===== src/rtl/alu_arbiter_if.sv =====
// Requester-side bus for alu_arbiter: NREQ request channels (valid/ready plus
// aluop and operands) and NREQ buffered response channels (valid/ready plus
// result and {overflow, negative, zero} flags).
//   master : requester side (drives requests, consumes responses)
//   slave  : arbiter side   (grants requests, produces responses)
interface alu_arbiter_if #(
  parameter int unsigned NREQ = 2
);
  logic [NREQ-1:0]       req_valid;
  logic [NREQ-1:0]       req_ready;
  logic [NREQ-1:0][3:0]  req_aluop;
  logic [NREQ-1:0][31:0] req_a;
  logic [NREQ-1:0][31:0] req_b;
  logic [NREQ-1:0]       rsp_valid;
  logic [NREQ-1:0]       rsp_ready;
  logic [NREQ-1:0][31:0] rsp_o;
  logic [NREQ-1:0][2:0]  rsp_flags;

  modport master (
    output req_valid, req_aluop, req_a, req_b, rsp_ready,
    input  req_ready, rsp_valid, rsp_o, rsp_flags
  );

  modport slave (
    input  req_valid, req_aluop, req_a, req_b, rsp_ready,
    output req_ready, rsp_valid, rsp_o, rsp_flags
  );
endinterface


===== src/rtl/alu_arbiter.sv =====
// Round-robin arbiter sharing one combinational ALU between NREQ requesters.
// One operation is issued per cycle; the ALU result is captured into a
// per-requester response buffer, giving one cycle of latency to rsp_valid.
// Ports:
//   CLK, RST          clock, synchronous active-high reset
//   bus (slave)       request/response channels, see alu_arbiter_if
//   alu_aluop/port_a/port_b  operation driven to the shared ALU
//   alu_port_o, alu_flag_*   ALU result and flags, sampled in the same cycle
//   stall_cnt         saturating count of cycles with a valid, ungranted request
module alu_arbiter #(
  parameter int unsigned NREQ  = 2,
  parameter int unsigned CNT_W = 16
) (
  input  logic              CLK,
  input  logic              RST,
  alu_arbiter_if.slave      bus,
  output logic [3:0]        alu_aluop,
  output logic [31:0]       alu_port_a,
  output logic [31:0]       alu_port_b,
  input  logic [31:0]       alu_port_o,
  input  logic              alu_flag_overflow,
  input  logic              alu_flag_negative,
  input  logic              alu_flag_zero,
  output logic [CNT_W-1:0]  stall_cnt
);

  localparam int unsigned PTR_W = (NREQ > 2) ? 2 : 1;
  // Candidate index needs one extra bit to hold last_grant+offset before wrap.
  localparam int unsigned CW    = PTR_W + 1;

  logic [PTR_W-1:0]      last_grant;
  logic [NREQ-1:0]       eligible;
  logic [NREQ-1:0]       grant;
  logic                  grant_any;
  logic [PTR_W-1:0]      grant_idx;
  logic [CW-1:0]         cand;
  logic                  stall;

  logic [NREQ-1:0]       rsp_valid_q;
  logic [NREQ-1:0][31:0] rsp_o_q;
  logic [NREQ-1:0][2:0]  rsp_flags_q;
  logic [CNT_W-1:0]      stall_cnt_q;

  // A slot is free if empty or being drained this cycle (allows pass-through).
  assign eligible = bus.req_valid & (~rsp_valid_q | bus.rsp_ready);

  // Round-robin search starting just after the last granted requester.
  always_comb begin
    grant     = '0;
    grant_any = 1'b0;
    grant_idx = '0;
    cand      = '0;
    for (int unsigned k = 0; k < NREQ; k++) begin
      cand = CW'(last_grant) + CW'(k + 1);
      if (cand >= CW'(NREQ)) begin
        cand = cand - CW'(NREQ);
      end
      if (!grant_any && eligible[cand[PTR_W-1:0]]) begin
        grant_any = 1'b1;
        grant_idx = cand[PTR_W-1:0];
      end
    end
    // Nothing is granted while reset is held.
    if (RST) begin
      grant_any = 1'b0;
    end
    if (grant_any) begin
      grant[grant_idx] = 1'b1;
    end
  end

  // Drive the shared ALU from the granted requester, zeros when idle.
  always_comb begin
    alu_aluop  = 4'b0;
    alu_port_a = 32'b0;
    alu_port_b = 32'b0;
    if (grant_any) begin
      alu_aluop  = bus.req_aluop[grant_idx];
      alu_port_a = bus.req_a[grant_idx];
      alu_port_b = bus.req_b[grant_idx];
    end
  end

  assign stall = |(bus.req_valid & ~grant);

  // Response buffers, round-robin pointer and stall counter.
  always_ff @(posedge CLK) begin
    if (RST) begin
      rsp_valid_q <= '0;
      rsp_o_q     <= '0;
      rsp_flags_q <= '0;
      last_grant  <= PTR_W'(NREQ - 1);
      stall_cnt_q <= '0;
    end else begin
      for (int unsigned i = 0; i < NREQ; i++) begin
        if (grant[i]) begin
          rsp_valid_q[i] <= 1'b1;
          rsp_o_q[i]     <= alu_port_o;
          rsp_flags_q[i] <= {alu_flag_overflow, alu_flag_negative, alu_flag_zero};
        end else if (bus.rsp_ready[i]) begin
          rsp_valid_q[i] <= 1'b0;
        end
      end
      if (grant_any) begin
        last_grant <= grant_idx;
      end
      if (stall && (stall_cnt_q != {CNT_W{1'b1}})) begin
        stall_cnt_q <= stall_cnt_q + CNT_W'(1);
      end
    end
  end

  assign bus.req_ready = grant;
  assign bus.rsp_valid = rsp_valid_q;
  assign bus.rsp_o     = rsp_o_q;
  assign bus.rsp_flags = rsp_flags_q;
  assign stall_cnt     = stall_cnt_q;

endmodule


===== src/flat_wrapper.sv =====
// flat-port wrapper written by rule: the top's interface ports become plain ports
module alu_arbiter_flat 
#(
  parameter int unsigned NREQ  = 2,
  parameter int unsigned CNT_W = 16
)
  (CLK, RST, alu_aluop, alu_port_a, alu_port_b, alu_port_o, alu_flag_overflow, alu_flag_negative, alu_flag_zero, stall_cnt, bus_req_valid, bus_req_aluop, bus_req_a, bus_req_b, bus_rsp_ready, bus_req_ready, bus_rsp_valid, bus_rsp_o, bus_rsp_flags);
  alu_arbiter_if #(.NREQ(NREQ)) bus_i ();
  input  logic CLK;
  input  logic RST;
  output logic [3:0] alu_aluop;
  output logic [31:0] alu_port_a;
  output logic [31:0] alu_port_b;
  input  logic [31:0] alu_port_o;
  input  logic alu_flag_overflow;
  input  logic alu_flag_negative;
  input  logic alu_flag_zero;
  output logic [CNT_W-1:0] stall_cnt;
  input wire logic [$bits(bus_i.req_valid)-1:0] bus_req_valid;
  input wire logic [$bits(bus_i.req_aluop)-1:0] bus_req_aluop;
  input wire logic [$bits(bus_i.req_a)-1:0] bus_req_a;
  input wire logic [$bits(bus_i.req_b)-1:0] bus_req_b;
  input wire logic [$bits(bus_i.rsp_ready)-1:0] bus_rsp_ready;
  output wire logic [$bits(bus_i.req_ready)-1:0] bus_req_ready;
  output wire logic [$bits(bus_i.rsp_valid)-1:0] bus_rsp_valid;
  output wire logic [$bits(bus_i.rsp_o)-1:0] bus_rsp_o;
  output wire logic [$bits(bus_i.rsp_flags)-1:0] bus_rsp_flags;
  assign bus_i.req_valid = bus_req_valid;
  assign bus_i.req_aluop = bus_req_aluop;
  assign bus_i.req_a = bus_req_a;
  assign bus_i.req_b = bus_req_b;
  assign bus_i.rsp_ready = bus_rsp_ready;
  assign bus_req_ready = bus_i.req_ready;
  assign bus_rsp_valid = bus_i.rsp_valid;
  assign bus_rsp_o = bus_i.rsp_o;
  assign bus_rsp_flags = bus_i.rsp_flags;
  alu_arbiter #(.NREQ(NREQ), .CNT_W(CNT_W)) u_core (.CLK(CLK), .RST(RST), .bus(bus_i), .alu_aluop(alu_aluop), .alu_port_a(alu_port_a), .alu_port_b(alu_port_b), .alu_port_o(alu_port_o), .alu_flag_overflow(alu_flag_overflow), .alu_flag_negative(alu_flag_negative), .alu_flag_zero(alu_flag_zero), .stall_cnt(stall_cnt));
endmodule

===== config.mk =====
export PLATFORM = sky130hd
export DESIGN_NAME = alu_arbiter_flat
export DESIGN_NICKNAME = d
export VERILOG_FILES = /design/src/rtl/alu_arbiter_if.sv /design/src/rtl/alu_arbiter.sv /design/src/flat_wrapper.sv
export SDC_FILE = /design/constraint.sdc
export NUM_CORES = 1
export LEC_CHECK = 0
export BUFFER_PORTS_ARGS = -buffer_cell sky130_fd_sc_hd__buf_2
export CORE_AREA = 4 4 128 130
export DETAILED_ROUTE_END_ITERATION = 8
export DIE_AREA = 0 0 132 134
export PLACE_DENSITY = 0.58
export SLEW_MARGIN = 0
export SYNTH_ARGS = -nofsm -noshare
export SYNTH_HDL_FRONTEND = slang
export SYNTH_SLANG_ARGS = --single-unit

===== constraint.sdc =====
create_clock -name CLK -period 2.28 [get_ports CLK]
set_input_delay 0.456 -clock CLK [delete_from_list [all_inputs] [get_ports CLK]]
set_output_delay 0.456 -clock CLK [all_outputs]
set_load 0.01 [all_outputs]

==> reports/summary.md <==
Final clock period utilization by the worst path: 100%. The library cell used most frequently in the layout, excluding fill and tap cells, is buf_2. The fraction of final layout cells with drive strength greater than 1 was 49.1%. For this design the static power due to leakage is 3.49 nW. Flop and latch count out of synthesis: 89. The critical path is of the flip-flop to primary output type. For met2 alone, demand over resource in global routing was 37.9%.

Counting I/O delays and the setup requirement, the final critical path takes 2.29 ns. The routed design has 21600 um of wire. In the global route stage, met1 resource usage came out at 23.6%. After the last flow step, the layout net total stands at 1034. STA puts the critical path data required time at 1.82 ns. The detailed router finished its first iteration with 222 violations. The kind of path behind the tightest hold check is primary input to flip-flop. The buffer levels on the longest clock path is 2, and the clock network fraction of total power is 33.3%. Counting distinct cell types in the post-synthesis netlist gives 38. Clock-pin slew was measured on the worst setup and hold paths at 0.07 ns. The logs give 0 for the number of hold violations in the final report and 3 for the count of endpoints failing setup in the final report.

The core box area was 15100 um^2. With fillers left out, the area of the finished cells amounts to 7080 um^2. The library cells used most frequently in the layout, excluding fill and tap cells, are buf_2, nand2_1, dfxtp_1, a22o_1, a21oi_1. The final reports fail on setup timing.

For this run, the leading register cell type out of synthesis is dfxtp_1. For the length of the first detailed-routing pass in iterations, the log shows 4. Number of global-route vias before repair: 4852. The tools report the weighted congestion at the end of routability-driven global placement as 0.901. The power density normalized to cell area was 597 nW/um^2. The startpoint of the worst-slack reg-to-reg timing path was u_core.bus.rsp_valid[1]. The run gives 4.23 mW as the total power. The run finished, with violations left.

Minimum setup slack in the final design: -0.00648 ns. The total via count after detailed routing came out at 5082. The worst pin sits at a relative slew slack of 44.6%. The tools report the total nets after synthesis as 677. The floorplan die area was 17700 um^2; the number of warnings reported in the yosys synthesis log was 0. The synthesized netlist occupies a cell area of 4130 um^2.

Adding up every negative setup slack in the final design gives -0.0127 ns. The global-route usage over all layers was 21.5%; the met3 routing resource usage after global routing was 7.28%. The number of antenna violations at the first check in global routing came out at 8. In the routed layout, each cell is associated on average with a via count of 4.82. Measured along the x axis, the die boundary spans 132 um. Relative to the synthesized area, the layout overhead comes to 71.5%. Measured on the finished design, the core utilization comes to 46.7%. TritonCTS built the clock tree. Row generation in the floorplan step produced 45 rows. Pin count of the biggest net entering global routing: 87. Final hold analysis gives a worst-case slack of 0.332 ns. Static timing analysis puts the maximum clock frequency at 437 MHz. The tools report the endpoint kind of the worst setup timing path as a primary output.

In this run the worst path has a maximum fanout of 10. The worst setup path is launched from a flip-flop. The logs give 9 for the clock buffer count from CTS and 1055 for the number of cells in the finished layout apart from fillers.

The count of final max-slew check failures came out at 0. Vertical extent of the die: 134 um. For this design, the sink count on the clock tree is 89. The internal portion of the total power is 2.98 mW. The tools report the launching element of the worst setup path as u_core.bus.rsp_valid[1].

Across the run, the number of max-cap violations was 0. Wire length per cell: 20.4 um. The tools report the count of filler cells inserted in the layout as 1527. The placed instances occupy a cell area of 6060 um^2. The first global-routing pass estimated 29200 um of wire. The share of flip-flops with an asynchronous set or reset after synthesis is 0%, and the H-tree depth reported by CTS is 3.

For this run the aggregate overflow at the end of global routing stands at 0. OpenSTA, run right after detailed placement, puts the worst setup slack at -0.0429 ns. The count of flip-flops with a built-in enable after synthesis was 0; the data arrival time of the worst path was 1.83 ns. On the final layout, the worst clock skew is 0.00820 ns. The run gives 26.2% as the relative contribution of combinational cells to total power.

Setup repair after global routing could not meet its margin everywhere. The detail route stage leaves a number of antenna-violating nets equal to 0. The proportion of power drawn by flip-flops and latches is 40.4%, and the instance count after placement with tap cells included is 1001. Net switching is 29.4% of the power.

The tools report the master cell of the clock root buffer as clkbuf_16. met2 is the most crowded layer. The cell count after synthesis was 499. For the share of synthesized area occupied by flip-flops and latches, the log shows 43.2%.

For this design the total switching power over the nets is 1.24 mW. In the routed design, unresolved DRC markers number 0. The count of buffers added on input and output ports is 334. The worst-case IR drop observed on VDD is 289 uV. At the pin with the least slew margin, the transition time is 0.831 ns.

The logs give 335 for the count of pins on the block boundary and 15800 um for the final HPWL from detailed placement. The worst hold path startpoint is alu_port_o[1]. Dividing the synthesized area by the synthesized cell count gives 8.27 um^2. Once the floorplan was initialized, standard cells occupied 27.2% of the core. The clock latency on the worst-skew pair is 0.34 ns.
-- area by class of cell --
cell class                      instances  area [um^2]  area share, %
Clock buffer                           11          243           3.43
Sequential cell                        89         1790           25.2
Multi-Input combinational cell        368         2230           31.5
Timing Repair Buffer                  386         2520           35.7
Antenna cell                            6         15.0          0.212
Clock inverter                          5         40.0          0.566
Tap cell                              188          235           3.32
Inverter                                2         7.51          0.106
-- power by group through the flow --
stage               logic (mW)  registers (mW)  clock network (mW)
finish                    1.11            1.71                1.41
global route              1.19            1.72                1.51
CTS                       1.00            1.71                1.45
detailed placement       0.911            1.74                   0
global placement         0.908            1.74                   0
floorplan                0.381            1.79                   0
-- synth_stat cells, types with 2 or more instances --
library cell | number | area [um^2]
nand2_1 | 114 | 428
dfxtp_1 | 89 | 1780
a22o_1 | 68 | 596
a21oi_1 | 45 | 225
o21ai_0 | 40 | 200
nand2b_1 | 37 | 231
buf_2 | 20 | 100
clkbuf_1 | 15 | 56.3
nor2_1 | 13 | 48.8
nand3_1 | 6 | 30.0
or3_1 | 6 | 37.5
nand4_1 | 5 | 31.3
xor2_1 | 5 | 43.8
buf_4 | 4 | 30.0
o31ai_1 | 3 | 22.5
or4_1 | 3 | 22.5
and4_1 | 2 | 17.5
inv_1 | 2 | 7.51
mux2i_1 | 2 | 20.0
nand4_2 | 2 | 25.0
-- state kept, by name, summed over array words and instances, names as in the netlist --
register              flops
u_core.stall_cnt         16
u_core.bus.rsp_flags      6
u_core.bus.rsp_valid      2
u_core.bus.rsp_o         64
u_core.last_grant         1
-- critical path, stage by stage (launching register included) --
cell and delay (ns):
dfxtp_2 0.35, nand2b_4 0.07, and3b_2 0.23, nor3_4 0.20, buf_12 0.19, buf_6 0.18
a22o_1 0.14, buf_2 0.12
-- routing by layer --
metal	vias up	routed length [um]
met5	-	34
met4	4	722
met3	44	1600
met2	204	11100
met1	2344	8120
li1	2486	-
-- path summary, 6_finish.rpt --
path | to | slack, ns | cells past startpoint
setup / recovery | alu_port_a[25] | -0.006 | 7
hold / removal | u_core.bus.rsp_o[1] | 0.33 | 3
setup reg to reg | u_core.bus.rsp_o[35] | 0.11 | 15
hold reg to reg | u_core.bus.rsp_o[47] | 0.45 | 2
-- cells by family after synthesis --
logic type	Yosys count	share of synthesized area, %
xor gates and xnor gates	5	1.06
adders and majority gates	1	0.303
and+or+nand+nor	195	22.6
muxes	2	0.485
DFF	89	43.2
AOI/OAI and AO/OA	165	27.6
buffers and inverters	42	4.79
-- timing repair --
action                     in CTS  in global routing
pin swaps                      24                 20
buffers inserted               13                  5
setup endpoints to repair      46                 94
gates cloned                    5                 13
hold buffers                    0                  0
resized for setup              34                 18
Note: power is estimated with default switching activity, not from simulation.
